`config.mk`:
```
export PLATFORM = sky130hd
export DESIGN_NAME = mem_arbiter
export DESIGN_NICKNAME = d
export VERILOG_FILES = /design/src/rtl/mem_arbiter.sv
export SDC_FILE = /design/constraint.sdc
export NUM_CORES = 1
export LEC_CHECK = 0
export BUFFER_PORTS_ARGS = -buffer_cell sky130_fd_sc_hd__buf_2
export CAP_MARGIN = 20
export CORE_ASPECT_RATIO = 1.1
export CORE_MARGIN = 2
export CORE_UTILIZATION = 55
export CTS_BUF_LIST = sky130_fd_sc_hd__clkbuf_4
export DETAILED_ROUTE_END_ITERATION = 12
export PLACE_DENSITY = 0.86
export SKIP_CTS_REPAIR_TIMING = 1
export SLEW_MARGIN = 25
export SYNTH_ARGS = -nofsm -noshare
export SYNTH_HDL_FRONTEND = slang
export SYNTH_SLANG_ARGS = --single-unit
```
`constraint.sdc`:
```
create_clock -name clk -period 4.25 [get_ports clk]
set_input_delay 0.425 -clock clk [delete_from_list [all_inputs] [get_ports clk]]
set_output_delay 0.425 -clock clk [all_outputs]
set_load 0.05 [all_outputs]
```
`src/rtl/mem_arbiter.sv`:
```
// Shared-port arbiter: one instruction-fetch and one data requester share a
// single bus port; data wins unless fetch has been starved STARVE_LIM times.
module mem_arbiter #(
  parameter int STARVE_LIM = 4,
  parameter int TIMEOUT    = 255
) (
  input  logic        clk,
  input  logic        rst,
  input  logic        iReq,
  input  logic [31:0] iAddr,
  output logic [31:0] iRdata,
  output logic        iValid,
  input  logic        dReq,
  input  logic        dWen,
  input  logic [31:0] dAddr,
  input  logic [31:0] dWdata,
  input  logic [2:0]  dSize,
  output logic [31:0] dRdata,
  output logic        dValid,
  output logic        busReq,
  output logic        busWen,
  output logic [31:0] busAddr,
  output logic [31:0] busWdata,
  output logic [2:0]  busSize,
  input  logic        busGnt,
  input  logic        busRvalid,
  input  logic [31:0] busRdata,
  output logic        busErr
);

  localparam int SW = $clog2(STARVE_LIM + 1);
  localparam logic [SW-1:0] STARVE_MAX = SW'(STARVE_LIM);
  localparam logic [8:0]    TIMEOUT_9  = 9'(TIMEOUT);

  typedef enum logic [1:0] {IDLE, ADDR, RESP} state_t;

  state_t        state_q, state_d;
  logic          sel_fetch_q, sel_fetch_d;
  logic [SW-1:0] starve_q, starve_d;
  logic [8:0]    wait_q, wait_d;
  logic [8:0]    wait_inc;
  logic          grant_fetch;

  logic          bus_req_q, bus_req_d;
  logic          bus_wen_q, bus_wen_d;
  logic [31:0]   bus_addr_q, bus_addr_d;
  logic [31:0]   bus_wdata_q, bus_wdata_d;
  logic [2:0]    bus_size_q, bus_size_d;
  logic          bus_err_q, bus_err_d;
  logic          i_valid_q, i_valid_d;
  logic [31:0]   i_rdata_q, i_rdata_d;
  logic          d_valid_q, d_valid_d;
  logic [31:0]   d_rdata_q, d_rdata_d;

  always_ff @(posedge clk or negedge rst) begin
    if (!rst) begin
      state_q     <= IDLE;
      sel_fetch_q <= 1'b0;
      starve_q    <= '0;
      wait_q      <= '0;
      bus_req_q   <= 1'b0;
      bus_wen_q   <= 1'b0;
      bus_addr_q  <= '0;
      bus_wdata_q <= '0;
      bus_size_q  <= '0;
      bus_err_q   <= 1'b0;
      i_valid_q   <= 1'b0;
      i_rdata_q   <= '0;
      d_valid_q   <= 1'b0;
      d_rdata_q   <= '0;
    end else begin
      state_q     <= state_d;
      sel_fetch_q <= sel_fetch_d;
      starve_q    <= starve_d;
      wait_q      <= wait_d;
      bus_req_q   <= bus_req_d;
      bus_wen_q   <= bus_wen_d;
      bus_addr_q  <= bus_addr_d;
      bus_wdata_q <= bus_wdata_d;
      bus_size_q  <= bus_size_d;
      bus_err_q   <= bus_err_d;
      i_valid_q   <= i_valid_d;
      i_rdata_q   <= i_rdata_d;
      d_valid_q   <= d_valid_d;
      d_rdata_q   <= d_rdata_d;
    end
  end

  // Fetch only wins a contested slot once it has watched STARVE_LIM data grants.
  assign grant_fetch = iReq && (!dReq || (starve_q == STARVE_MAX));
  assign wait_inc    = wait_q + 9'd1;

  always_comb begin
    state_d     = state_q;
    sel_fetch_d = sel_fetch_q;
    starve_d    = starve_q;
    wait_d      = wait_q;
    bus_req_d   = bus_req_q;
    bus_wen_d   = bus_wen_q;
    bus_addr_d  = bus_addr_q;
    bus_wdata_d = bus_wdata_q;
    bus_size_d  = bus_size_q;
    bus_err_d   = 1'b0;
    i_valid_d   = 1'b0;
    i_rdata_d   = i_rdata_q;
    d_valid_d   = 1'b0;
    d_rdata_d   = d_rdata_q;

    case (state_q)
      IDLE: begin
        if (iReq || dReq) begin
          state_d   = ADDR;
          bus_req_d = 1'b1;
          if (grant_fetch) begin
            sel_fetch_d = 1'b1;
            bus_wen_d   = 1'b0;
            bus_addr_d  = iAddr;
            bus_wdata_d = '0;
            bus_size_d  = 3'b010;
            starve_d    = '0;
          end else begin
            sel_fetch_d = 1'b0;
            bus_wen_d   = dWen;
            bus_addr_d  = dAddr;
            bus_wdata_d = dWdata;
            bus_size_d  = dSize;
            if (!iReq)
              starve_d = '0;
            else if (starve_q != STARVE_MAX)
              starve_d = starve_q + SW'(1);
          end
        end
      end

      ADDR: begin
        if (busGnt) begin
          state_d   = RESP;
          bus_req_d = 1'b0;
          wait_d    = '0;
        end
      end

      RESP: begin
        // A response on the timeout cycle still counts as a normal completion.
        if (busRvalid) begin
          state_d = IDLE;
          if (sel_fetch_q) begin
            i_valid_d = 1'b1;
            i_rdata_d = busRdata;
          end else begin
            d_valid_d = 1'b1;
            if (!bus_wen_q)
              d_rdata_d = busRdata;
          end
        end else begin
          wait_d = wait_inc;
          if (wait_inc == TIMEOUT_9) begin
            state_d   = IDLE;
            bus_err_d = 1'b1;
            if (sel_fetch_q) begin
              i_valid_d = 1'b1;
              i_rdata_d = '0;
            end else begin
              d_valid_d = 1'b1;
              d_rdata_d = '0;
            end
          end
        end
      end

      default: state_d = IDLE;
    endcase
  end

  assign busReq   = bus_req_q;
  assign busWen   = bus_wen_q;
  assign busAddr  = bus_addr_q;
  assign busWdata = bus_wdata_q;
  assign busSize  = bus_size_q;
  assign busErr   = bus_err_q;
  assign iValid   = i_valid_q;
  assign iRdata   = i_rdata_q;
  assign dValid   = d_valid_q;
  assign dRdata   = d_rdata_q;

endmodule
```
**After elaboration in Yosys (flattened, before gate mapping)**

Cells that the tools add are included.
W data, S select, Z words.

- Register bits after elaboration: 151
- Bits of input ports: 138
- Output and inout port bits: 136
- Word-level logic and storage cells: 82

- Add/sub/neg operators: 2
- Equal/unequal tests: 11
- Muxes and demuxes: 39
- Bitwise logic cells: 1
- Reduce and logical (&&, ||, !) cells: 15

Operator list:

| kind | number |
|---|---|
| $mux W32 | 11 |
| $mux W9 | 2 |
| $pmux W9 S2 | 1 |
| $mux W1 | 15 |
| $reduce_and A3 Y1 | 5 |
| $mux W3 | 4 |
| $add A9 B1 Y9 const B | 1 |
| $eq A9 B8 Y1 const B | 1 |
| $mux W2 | 4 |
| $ne A2 B2 Y1 const B | 4 |
| $ne A3 B3 Y1 const B | 2 |
| $pmux W2 S3 | 1 |
| $reduce_bool A2 Y1 | 3 |
| $reduce_and A4 Y1 | 1 |
| $add A3 B1 Y3 const B | 1 |
| $eq A3 B3 Y1 const B | 1 |
| $ne A3 B1 Y1 const B | 1 |
| $eq A2 B1 Y1 const B | 1 |
| $eq A2 B2 Y1 const B | 1 |
| $logic_not A2 Y1 | 1 |
| $logic_or A1 B1 Y1 | 2 |
| $pmux W1 S2 | 1 |
| $reduce_and A2 Y1 | 1 |
| $logic_and A1 B1 Y1 | 1 |
| 2 further kinds | 2 |

**Logic depth before layout (Yosys ltp)**

- Word-level depth: 5
- Mapped depth: 8
- Depth with buffers taken out: 6

**Least setup slack after synthesis**

No wires, ideal clock.

- Path kind: reg-to-reg
- Start: reg wait_q[0]
- End: reg d_rdata_q[31], in the netlist dRdata[31]
- Setup time: 0.120 ns
- Data arrival time: 2.205 ns
- Data required time: 4.130 ns
- Setup slack: 1.925 ns
- Stages on the path, launching flop included: 7
- Path buffers: 1
- Period minus slack after synthesis: 2.325 ns
- Path through: dfrtp_1 ha_1 clkbuf_1 or3_1 a311o_2 or3_4 a31o_2

- Word-level cells in the longest chain between the ends: 4

RTL lines:

| what | line | RTL |
|---|---|---|
| start: declaration | 40 | `logic [8:0] wait_q, wait_d;` |
| start signal: assignment | 75 | `wait_q <= wait_d;` |
| $add A9 B1 Y9 | 91 | `assign wait_inc = wait_q + 9'd1;` |
| $eq A9 B8 Y1 | 157 | `if (wait_inc == TIMEOUT_9) begin` |
| $reduce_bool A2 Y1 (no line) | n/a |  |
| $reduce_and A4 Y1 (no line) | n/a |  |
| end signal: assignment | 85 | `d_rdata_q <= d_rdata_d;` |
| end: declaration | 53 | `logic [31:0] d_rdata_q, d_rdata_d;` |

Every way passes these cells.
A chain may end at the register's enable or synchronous reset.

**Final worst setup path**

- Start: reg wait_q[0]
- End: reg d_rdata_q[28], in the netlist dRdata[28]

Same word-level chain as after synthesis.

==> impl_metrics.py <==
metrics = {
    "sta": {
        "worst_pin_slew_ps": 964,
        "min_period_over_period_pct": 59.6,
        "clock_skew_ps": 23.8,
        "fmax_mhz": 394,
        "hold_viol": 0,
        "min_period_ps": 2530,
        "fin_tns_setup_ps": 0,
        "rsz0062_at_grt": "no",
        "slew_headroom_pct": 35.7,
        "drv_slew": 0,
        "setup_viol": 0,
    },
    "synth": {
        "yosys_warnings": 0,
        "syn_avg_cell_area_um2": 9.62,
        "synth_ff_type": "dfrtp_1",
        "yosysSeqAreaShare_pct": 53.4,
        "async_reset_ff_share_pct": 100,
        "ys_types": 47,
        "synth_seq_cells": 151,
        "synth.cell_area_mm2": 0.00707,
        "synthCells": 735,
        "syn-num-nets": 877,
        "synth_edf_count": 0,
    },
    "worst_setup_path": {
        "cp.required_ps": 4690,
        "crit_slowest_cell": "dfrtp_1",
        "worstSetupPathType": "reg -> reg",
        "end_kind": "flop",
        "critPathLaunchType": "flop",
        "path_cells": "ha_1 -> or3_1 -> a311o_2 -> nor4_4 -> buf_4 -> a21oi_1",
        "slowest_delay_ps": 460,
        "crit_fanout": 31,
        "arrival_ps": 2980,
    },
    "clock_tree": {
        "cts_tree": "yes",
        "clockRootBuffer": "clkbuf_4",
        "clock-sinks": 151,
        "insertion_delay_ps": 590,
        "cts_buffers": 17,
        "cts.reportedPaths.clkPinSlew_ps": 130,
        "ctsLongestPathBuffers": 2,
        "htreeDepth": 4,
    },
    "min_path": {
        "hp-class": "in -> reg",
    },
    "die": {
        "initial_core_util_pct": 56.2,
        "pin_count": 274,
        "die_area_mm2": 0.0138,
        "fp.dieW_um": 112,
        "rows": 43,
        "core_mm2": 0.0126,
        "die_h_um": 123,
    },
    "drt": {
        "drc_errors": 0,
        "ant_nets": 0,
        "viasPerCell": 5.47,
        "wire_per_inst_um": 16.4,
        "drtIter0Drc": 518,
        "via_count": 6328,
        "wirelength_mm": 19.0,
        "first_pass_iters": 5,
    },
    "power_and_ir_drop": {
        "combPwrFrac_pct": 53.9,
        "pwr-share-clk_pct": 14.0,
        "cellInternalPower_w": 0.00354,
        "irDropWorstVdd_uv": 549,
        "seq_power_share_pct": 32.1,
        "powerDensity_mw_per_mm2": 844,
        "p_sw_share_pct": 52.8,
        "p_sw_w": 0.00395,
        "power.leakage_nw": 4.65,
    },
    "grt": {
        "track_usage_pct": 27.5,
        "antenna_found_initial": 2,
        "first_global_vias": 5913,
        "grt_max_degree": 105,
        "grt_overflow_total": 0,
        "grt_pass1_wl_mm": 29.7,
    },
    "final_layout": {
        "area_delta_synth_final_pct": 25.4,
        "layout-drive-gt1-share_pct": 35.7,
        "design_area_mm2": 0.00887,
        "multi_input_area_mm2": 0.00304,
        "fin_util_pct": 70.5,
        "final-seq-area_mm2": 0.00378,
        "final-instance-count-excl-fill": 1157,
        "n_fill_cell": 998,
        "fin_nets": 1127,
    },
    "place": {
        "port-buffer-count": 273,
        "routabilityCongestion": 0.816,
        "dp_cells": 1122,
        "dp_hpwl_mm": 13.3,
        "place_area_mm2": 0.00851,
    },
    "flow_run": {
        "cap_violations": 0,
    },
    "run_status": {
        "status": "finished clean",
    },
}
## path summary, 6_finish.rpt
check,startpoint,to,slack [ps],cells after the start
worst min register to register,busSize[1],busSize[1],480,2
max in group asynchronous,rst,busAddr[7],2820,3
worst max register to register,wait_q[0],dRdata[28],1720,6
min in group asynchronous,rst,iRdata[7],510,2
worst min-delay path,busGnt,state_q[0],50,2
worst max-delay path,wait_q[0],dRdata[28],1720,6
## area by class of cell
| type | count | area share, % |
|---|---|---|
| clock inverters | 14 | 2.33 |
| repair buffers | 284 | 16.6 |
| inverters | 9 | 0.381 |
| flip-flops and latches | 151 | 42.6 |
| clock buffers | 18 | 1.52 |
| diodes | 2 | 0.0564 |
| multi-input cells | 522 | 34.3 |
| well taps | 157 | 2.21 |
## critical path, delay by kind of cell (launching register included)
family	cells	cell delay, ps
buf+inv	1	380
simple gates	2	640
fa+ha+maj	1	320
compound gates	2	590
flops	1	460
## cells by family after synthesis
| logic type | synth area share, % |
|---|---|
| AND/OR/NAND/NOR | 14.8 |
| AO/OA/AOI/OAI | 13.4 |
| flip-flops | 53.4 |
| multiplexers | 13.9 |
| buffers and inverters | 3.87 |
| adder cells (fa/ha/maj) | 0.708 |
## cells in the final DEF (no fill, tap or decap), drive strengths merged, types with 2 or more instances in the layout
| cell type | instances |
|---|---|
| inv | 9 |
| o41ai | 2 |
| dfrtp | 151 |
| o21ai | 82 |
| diode | 2 |
| clkbuf | 19 |
| nor3 | 2 |
| nand2b | 2 |
| clkinvlp | 2 |
| o31ai | 5 |
| mux2i | 63 |
| and3 | 3 |
| nand2 | 215 |
| or3 | 3 |
| and2 | 2 |
| o22ai | 2 |
| nand3 | 6 |
| mux2 | 31 |
| clkinv | 7 |
| ha | 4 |
| nor2 | 8 |
| nor4 | 3 |
| buf | 282 |
| bufinv | 5 |
| a21oi | 68 |
| a31oi | 3 |
## per-layer routing
| metal | GRT usage, % | vias to the layer above | routed length, um |
|---|---|---|---|
| met2 | 44.5 | 279 | 9200 |
| met4 | 8.77 | 0 | 279 |
| li1 | - | 3006 | - |
| met5 | 0 | - | 0 |
| met1 | 35.5 | 3017 | 7830 |
| met3 | 8.87 | 26 | 1650 |
## flip-flops by register name, indices dropped and copies added, names as in the netlist
signal       flops
busWdata        32
dRdata          32
wait_q           9
busErr           1
dValid           1
iRdata          32
busWen           1
state_q          2
busAddr         32
sel_fetch_q      1
busReq           1
iValid           1
busSize          3
starve_q         3
## stage by stage
step           power (W)  hold WS (ps)  setup WS, ps
6_report         0.00749          51.8          1720
5_1_grt          0.00792          13.5          1620
4_1_cts          0.00753         -28.8          1740
3_5_place_dp     0.00647           455          1550
3_3_place_gp     0.00637           451          1600
2_1_floorplan    0.00545           129          1930
## power groups by stage
stage | clock (W) | sequential [W] | combinational, W
finish | 0.00105 | 0.00240 | 0.00404
CTS | 0.00107 | 0.00240 | 0.00406
floorplan | 0 | 0.00435 | 0.00110
global route | 0.00114 | 0.00248 | 0.00430
detailed placement | 0 | 0.00242 | 0.00406
global placement | 0 | 0.00240 | 0.00397
## synthesized netlist by cell type, types with 3 or more instances
cell type | count | area share, %
dfrtp_1 | 151 | 53
nand3_1 | 6 | 0.42
mux2_2 | 31 | 4.9
nor2_1 | 8 | 0.42
clkbuf_1 | 39 | 2.1
inv_1 | 9 | 0.48
o21ai_0 | 81 | 5.7
o31ai_1 | 5 | 0.53
buf_4 | 3 | 0.32
and3_1 | 3 | 0.27
a31oi_1 | 3 | 0.27
a21oi_1 | 67 | 4.7
mux2i_1 | 63 | 8.9
nand2_1 | 215 | 11
ha_1 | 4 | 0.71
buf_2 | 6 | 0.42
buf_6 | 3 | 0.48
(Power assumes the default switching activity.)
